`config.mk`:
```
export PLATFORM = sky130hd
export DESIGN_NAME = lab2_proc_int_div_unit
export DESIGN_NICKNAME = d
export VERILOG_FILES = /design/src/rtl/lab2_proc_int_div_unit.sv
export SDC_FILE = /design/constraint.sdc
export NUM_CORES = 1
export LEC_CHECK = 0
export BUFFER_PORTS_ARGS = -buffer_cell sky130_fd_sc_hd__buf_4
export CORE_ASPECT_RATIO = 1.5
export CORE_UTILIZATION = 45
export CTS_BUF_LIST = sky130_fd_sc_hd__clkbuf_8 sky130_fd_sc_hd__clkbuf_16
export DETAILED_ROUTE_END_ITERATION = 10
export GPL_TIMING_DRIVEN = 0
export HOLD_SLACK_MARGIN = 0.03
export SLEW_MARGIN = 30
export SYNTH_ARGS = -nofsm -noshare
export SYNTH_HDL_FRONTEND = slang
export SYNTH_SLANG_ARGS = --single-unit
```
`constraint.sdc`:
```
create_clock -name clk -period 7.5 [get_ports clk]
set_clock_uncertainty 0.1 [all_clocks]
set_input_delay 0.375 -clock clk [delete_from_list [all_inputs] [get_ports clk]]
set_output_delay 0.375 -clock clk [all_outputs]
set_load 0.01 [all_outputs]
```
`src/rtl/lab2_proc_int_div_unit.sv`:
```
// Iterative 32-bit integer divider: one restoring shift-subtract step per cycle, fixed
// 32-cycle latency for DIV/DIVU/REM/REMU, val/rdy request and response interfaces.
module lab2_proc_int_div_unit (
    input  logic        clk,
    input  logic        reset,
    input  logic        req_val,
    output logic        req_rdy,
    input  logic [1:0]  req_fn,
    input  logic [31:0] req_a,
    input  logic [31:0] req_b,
    output logic        resp_val,
    input  logic        resp_rdy,
    output logic [31:0] resp_msg
);

    typedef enum logic [1:0] {
        StIdle,
        StCalc,
        StDone
    } state_e;

    state_e      state_q, state_d;

    logic        rem_sel_q;
    logic        q_neg_q;
    logic        r_neg_q;
    logic [31:0] divisor_q;
    logic [63:0] rq_q, rq_d;
    logic [5:0]  cnt_q;
    logic [31:0] result_q, result_d;

    logic        req_xfer;
    logic        resp_xfer;
    logic        last_step;

    logic        signed_op;
    logic        a_neg;
    logic        b_neg;
    logic        b_zero;
    logic [31:0] a_mag;
    logic [31:0] b_mag;

    logic [32:0] partial;
    logic [32:0] diff;
    logic [31:0] quot;
    logic [31:0] rem;
    logic [31:0] quot_fix;
    logic [31:0] rem_fix;

    assign req_xfer  = req_val & req_rdy;
    assign resp_xfer = resp_val & resp_rdy;
    assign last_step = (state_q == StCalc) && (cnt_q == 6'd1);

    // ------------------------------------------------------------------
    // FSM: state register
    // ------------------------------------------------------------------
    always_ff @(posedge clk or negedge reset) begin
        if (!reset) begin
            state_q <= StIdle;
        end else begin
            state_q <= state_d;
        end
    end

    // FSM: next state
    always_comb begin
        state_d = state_q;
        unique case (state_q)
            StIdle:  if (req_xfer)  state_d = StCalc;
            StCalc:  if (last_step) state_d = StDone;
            StDone:  if (resp_xfer) state_d = StIdle;
            default: state_d = StIdle;
        endcase
    end

    // FSM: outputs
    always_comb begin
        req_rdy  = (state_q == StIdle) && reset;
        resp_val = (state_q == StDone);
        resp_msg = resp_val ? result_q : 32'd0;
    end

    // ------------------------------------------------------------------
    // Operand decode at accept time
    // ------------------------------------------------------------------
    always_comb begin
        signed_op = ~req_fn[0];
        a_neg     = signed_op & req_a[31];
        b_neg     = signed_op & req_b[31];
        b_zero    = (req_b == 32'd0);
        a_mag     = a_neg ? (~req_a + 32'd1) : req_a;
        b_mag     = b_neg ? (~req_b + 32'd1) : req_b;
    end

    // ------------------------------------------------------------------
    // One restoring step; partial is 33 bits because an unsigned divisor
    // can exceed 2^31, so the shifted remainder may carry out of 32 bits.
    // ------------------------------------------------------------------
    always_comb begin
        partial = rq_q[63:31];
        diff    = partial - {1'b0, divisor_q};
        if (!diff[32]) begin
            rq_d = {diff[31:0], rq_q[30:0], 1'b1};
        end else begin
            rq_d = {rq_q[62:0], 1'b0};
        end
    end

    // Sign fix-up of the final step, folded in so DONE already holds the answer
    always_comb begin
        quot     = rq_d[31:0];
        rem      = rq_d[63:32];
        quot_fix = q_neg_q ? (~quot + 32'd1) : quot;
        rem_fix  = r_neg_q ? (~rem + 32'd1) : rem;
        result_d = rem_sel_q ? rem_fix : quot_fix;
    end

    // ------------------------------------------------------------------
    // Datapath registers
    // ------------------------------------------------------------------
    always_ff @(posedge clk or negedge reset) begin
        if (!reset) begin
            rem_sel_q <= 1'b0;
            q_neg_q   <= 1'b0;
            r_neg_q   <= 1'b0;
            divisor_q <= 32'd0;
            rq_q      <= 64'd0;
            cnt_q     <= 6'd0;
            result_q  <= 32'd0;
        end else if (req_xfer) begin
            rem_sel_q <= req_fn[1];
            // Divide-by-zero yields an all-ones quotient magnitude that must stay unsigned
            q_neg_q   <= (a_neg ^ b_neg) & ~b_zero;
            r_neg_q   <= a_neg;
            divisor_q <= b_mag;
            rq_q      <= {32'd0, a_mag};
            cnt_q     <= 6'd32;
        end else if (state_q == StCalc) begin
            rq_q  <= rq_d;
            cnt_q <= cnt_q - 6'd1;
            if (last_step) begin
                result_q <= result_d;
            end
        end
    end

endmodule

```
==> impl_metrics.env <==
export IMPL_status="completed"
export IMPL_grt_max_degree=72
export IMPL_crit_fanout=10
export IMPL_clockRootBuffer="clkbuf_16"
export IMPL_end_kind="register"
export IMPL_cts_buffers=17
export IMPL_dieArea_sq_mm=0.0259
export IMPL_critPathKind="register to register"
export IMPL_drv_slew=0
export IMPL_ys_ff_latch=139
export IMPL_startpoint_type="register"
export IMPL_cts_resized=0
export IMPL_final_common_cell="o21ai_0"
export IMPL_tns_ns=0
export IMPL_cp_common_cell="inv_1"
export IMPL_synth_ff_type="dfrtp_1"
export IMPL_arrival_ns=6.79
export IMPL_hold_class="primary input to register"
export IMPL_dr_first_iter_drc_count=507
export IMPL_viasPerCell=5.90
export IMPL_vias=11000
export IMPL_drc_errors=0
export IMPL_crit_buf_inv=6
export IMPL_final_cell_mix="o21ai_0, nand2_1, dfrtp_1"
export IMPL_finalInstanceArea_sq_mm=0.0132
export IMPL_die_w_um=132
export IMPL_relSlewSlack_pct=42.9
export IMPL_hold_buffers=2
export IMPL_synth_area_sq_mm=0.0113
export IMPL_area_delta_synth_final_pct=16.1
export IMPL_path_cells="inv_1 > ha_1 > inv_1 > fa_1 > a211oi_2 > o211a_1 > or4b_1 > nand2_1 > a211oi_2 > nor2_8 > inv_2 > buf_2 > buf_1 > nor2_1 > a21oi_1 > ha_1 > inv_1 > or3b_2 > nand2b_1 > o31ai_2 > o211ai_1 > o31ai_1 > xnor2_1 > o21ai_1"
export IMPL_hpwlAfterDp_mm=31.5
export IMPL_cp_data_required_time_ns=7.71
export IMPL_slowest_stage="buf_1"
export IMPL_min_period_ns=6.57
export IMPL_postPlaceCellArea_sq_mm=0.0126
export IMPL_worst_path_dominant_cell_family="compound AO/OA/AOI/OAI gates"
export IMPL_dp_cells=1837
export IMPL_clk_path_buf_depth=2
export IMPL_fp_dieH_um=196
export IMPL_postSynthAreaPerCell_sq_um=8.05
export IMPL_antenna_cells=0
export IMPL_rows=70
export IMPL_holdWs_ns=0.0508
export IMPL_drive_gt1_share_pct=12.8
export IMPL_routabilityCongestion=0.948
export IMPL_clock_sinks=139
export IMPL_cts_setup_buffers=0
export IMPL_rsz0062_at_grt="false"
export IMPL_clk_pin_slew_ns=0.07
export IMPL_fin_crit_sh_pct=87.7
export IMPL_netlist_instances=1409
export IMPL_postSynthNetCount=1518
export IMPL_clk_latency_ns=0.45
export IMPL_first_global_vias=11100
export IMPL_synth_cell_types=86
export IMPL_antenna_found_initial=0
export IMPL_synth_edf_count=0
export IMPL_maxCapViolations=0
export IMPL_core_sq_mm=0.0245
export IMPL_cts_tree="yes"
export IMPL_ant_nets=0
export IMPL_htreeDepth=4
export IMPL_overflow=0
export IMPL_fmax_ghz=0.152
export IMPL_setup_viol=0
export IMPL_initial_core_util_pct=46.3
export IMPL_finalHoldViolations=0
export IMPL_io_buffers=103
export IMPL_grt_pass1_wl_mm=60.9
export IMPL_ys_async_sr_fraction_pct=100
export IMPL_layout_nets=1643
export IMPL_instances_no_fill=1871
export IMPL_yosysWarnings=0
export IMPL_io_pins=104
export IMPL_tightest_slew_ns=0.857
export IMPL_cpPeakStageDelay_ns=0.51
export IMPL_drt_first_pass_iters=5
export IMPL_drt_total_wl_mm=39.2
export IMPL_yosysSeqAreaShare_pct=30.7
export IMPL_grt_usage_pct=31.0
export IMPL_wire_per_inst_um=20.9
[path summary, 6_finish.rpt]
path,start,endpoint,slack [ns],cells after the start
worst min register to register,result_q[4],result_q[4],0.37,2
worst max-delay path,rq_q[31],result_q[30],0.93,24
max in group asynchronous,reset,result_q[14],6.11,3
min in group asynchronous,reset,state_q[1],0.40,2
worst max register to register,rq_q[31],result_q[30],0.93,24
worst min-delay path,req_fn[1],rem_sel_q,0.05,3
[layer usage]
| metal | up-vias | GRT usage, % | part of all wire (%) |
|---|---|---|---|
| met5 | - | 0 | 0 |
| met2 | 314 | 58.3 | 53 |
| met1 | 5260 | 32.7 | 38 |
| met3 | 107 | 3.34 | 3.2 |
| li1 | 5350 | - | - |
| met4 | 0 | 19.8 | 6.2 |
[through the flow]
stage	util, %	setup slack [ns]
detailed placement	51.2	1.10
finish	53.7	0.925
CTS	53.7	1.05
floorplan	-	2.19
global route	53.7	0.714
global placement	51.1	1.11
[final cells by class]
type                       instances  area, sq um
clock buffer                      17          425
sequential                       139         3480
buffer                            80          333
inverter                          59          221
clock inverter                    15          171
multi-input combinational       1131         7310
tap                              324          405
fill                            2445        11300
timing repair buffer             106          828
[worst min-delay path, cell delays in order]
cell	delay [ns]
buf_4	0.08
nand2_1	0.04
o21ai_0	0.06
[state kept, by name (all words and copies together) (netlist names)]
name / cells
rq_q: 64
divisor_q: 32
result_q: 32
cnt_q: 6
state_q: 2
q_neg_q: 1
r_neg_q: 1
rem_sel_q: 1
[cells by family (layout without fill, tap and decap cells)]
logic type	Yosys count	after routing	synth area share, %
adders and majority gates	39	39	4.37
and+or+nand+nor	466	466	20.9
xor gates and xnor gates	139	139	10.7
AOI/OAI and AO/OA	453	453	25.3
DFF	139	139	30.7
buffers and inverters	139	277	4.89
muxes	34	34	3.12
[synth_stat cells (5+ instances only)]
| cell | count | share of area, % |
|---|---|---|
| o21ai_0 | 181 | 8.0 |
| dfrtp_1 | 139 | 31 |
| nand2_1 | 139 | 4.6 |
| nor2_1 | 89 | 2.9 |
| xnor2_1 | 83 | 6.4 |
| a21oi_1 | 74 | 3.3 |
| clkbuf_1 | 57 | 1.9 |
| inv_1 | 57 | 1.9 |
| xor2_1 | 56 | 4.3 |
| nand3_1 | 42 | 1.9 |
| and2_1 | 41 | 2.3 |
| a22oi_1 | 40 | 2.6 |
| ha_1 | 38 | 4.2 |
| nor3_1 | 29 | 1.3 |
| mux2i_1 | 26 | 2.3 |
| o31ai_1 | 21 | 1.4 |
| buf_2 | 17 | 0.75 |
| nor4_1 | 17 | 0.94 |
| a21o_1 | 14 | 0.93 |
| and3_1 | 14 | 0.77 |
| o211ai_1 | 14 | 0.93 |
| or3_1 | 14 | 0.77 |
| a31oi_1 | 13 | 0.72 |
| nand2b_1 | 11 | 0.61 |
| nand4_1 | 11 | 0.61 |
| nor2b_1 | 11 | 0.61 |
| or2_2 | 9 | 0.50 |
| a211oi_1 | 8 | 0.53 |
| o31a_1 | 8 | 0.62 |
| o41ai_1 | 8 | 0.62 |
| mux2_2 | 7 | 0.69 |
| o21ai_1 | 7 | 0.31 |
| or4_1 | 7 | 0.46 |
| and4_1 | 6 | 0.46 |
| nor3b_1 | 6 | 0.40 |
| a221oi_1 | 5 | 0.39 |
| o21a_1 | 5 | 0.33 |
Power is not shown: default switching activity piles up to over one toggle a cycle in this logic, so the estimate is an artifact.
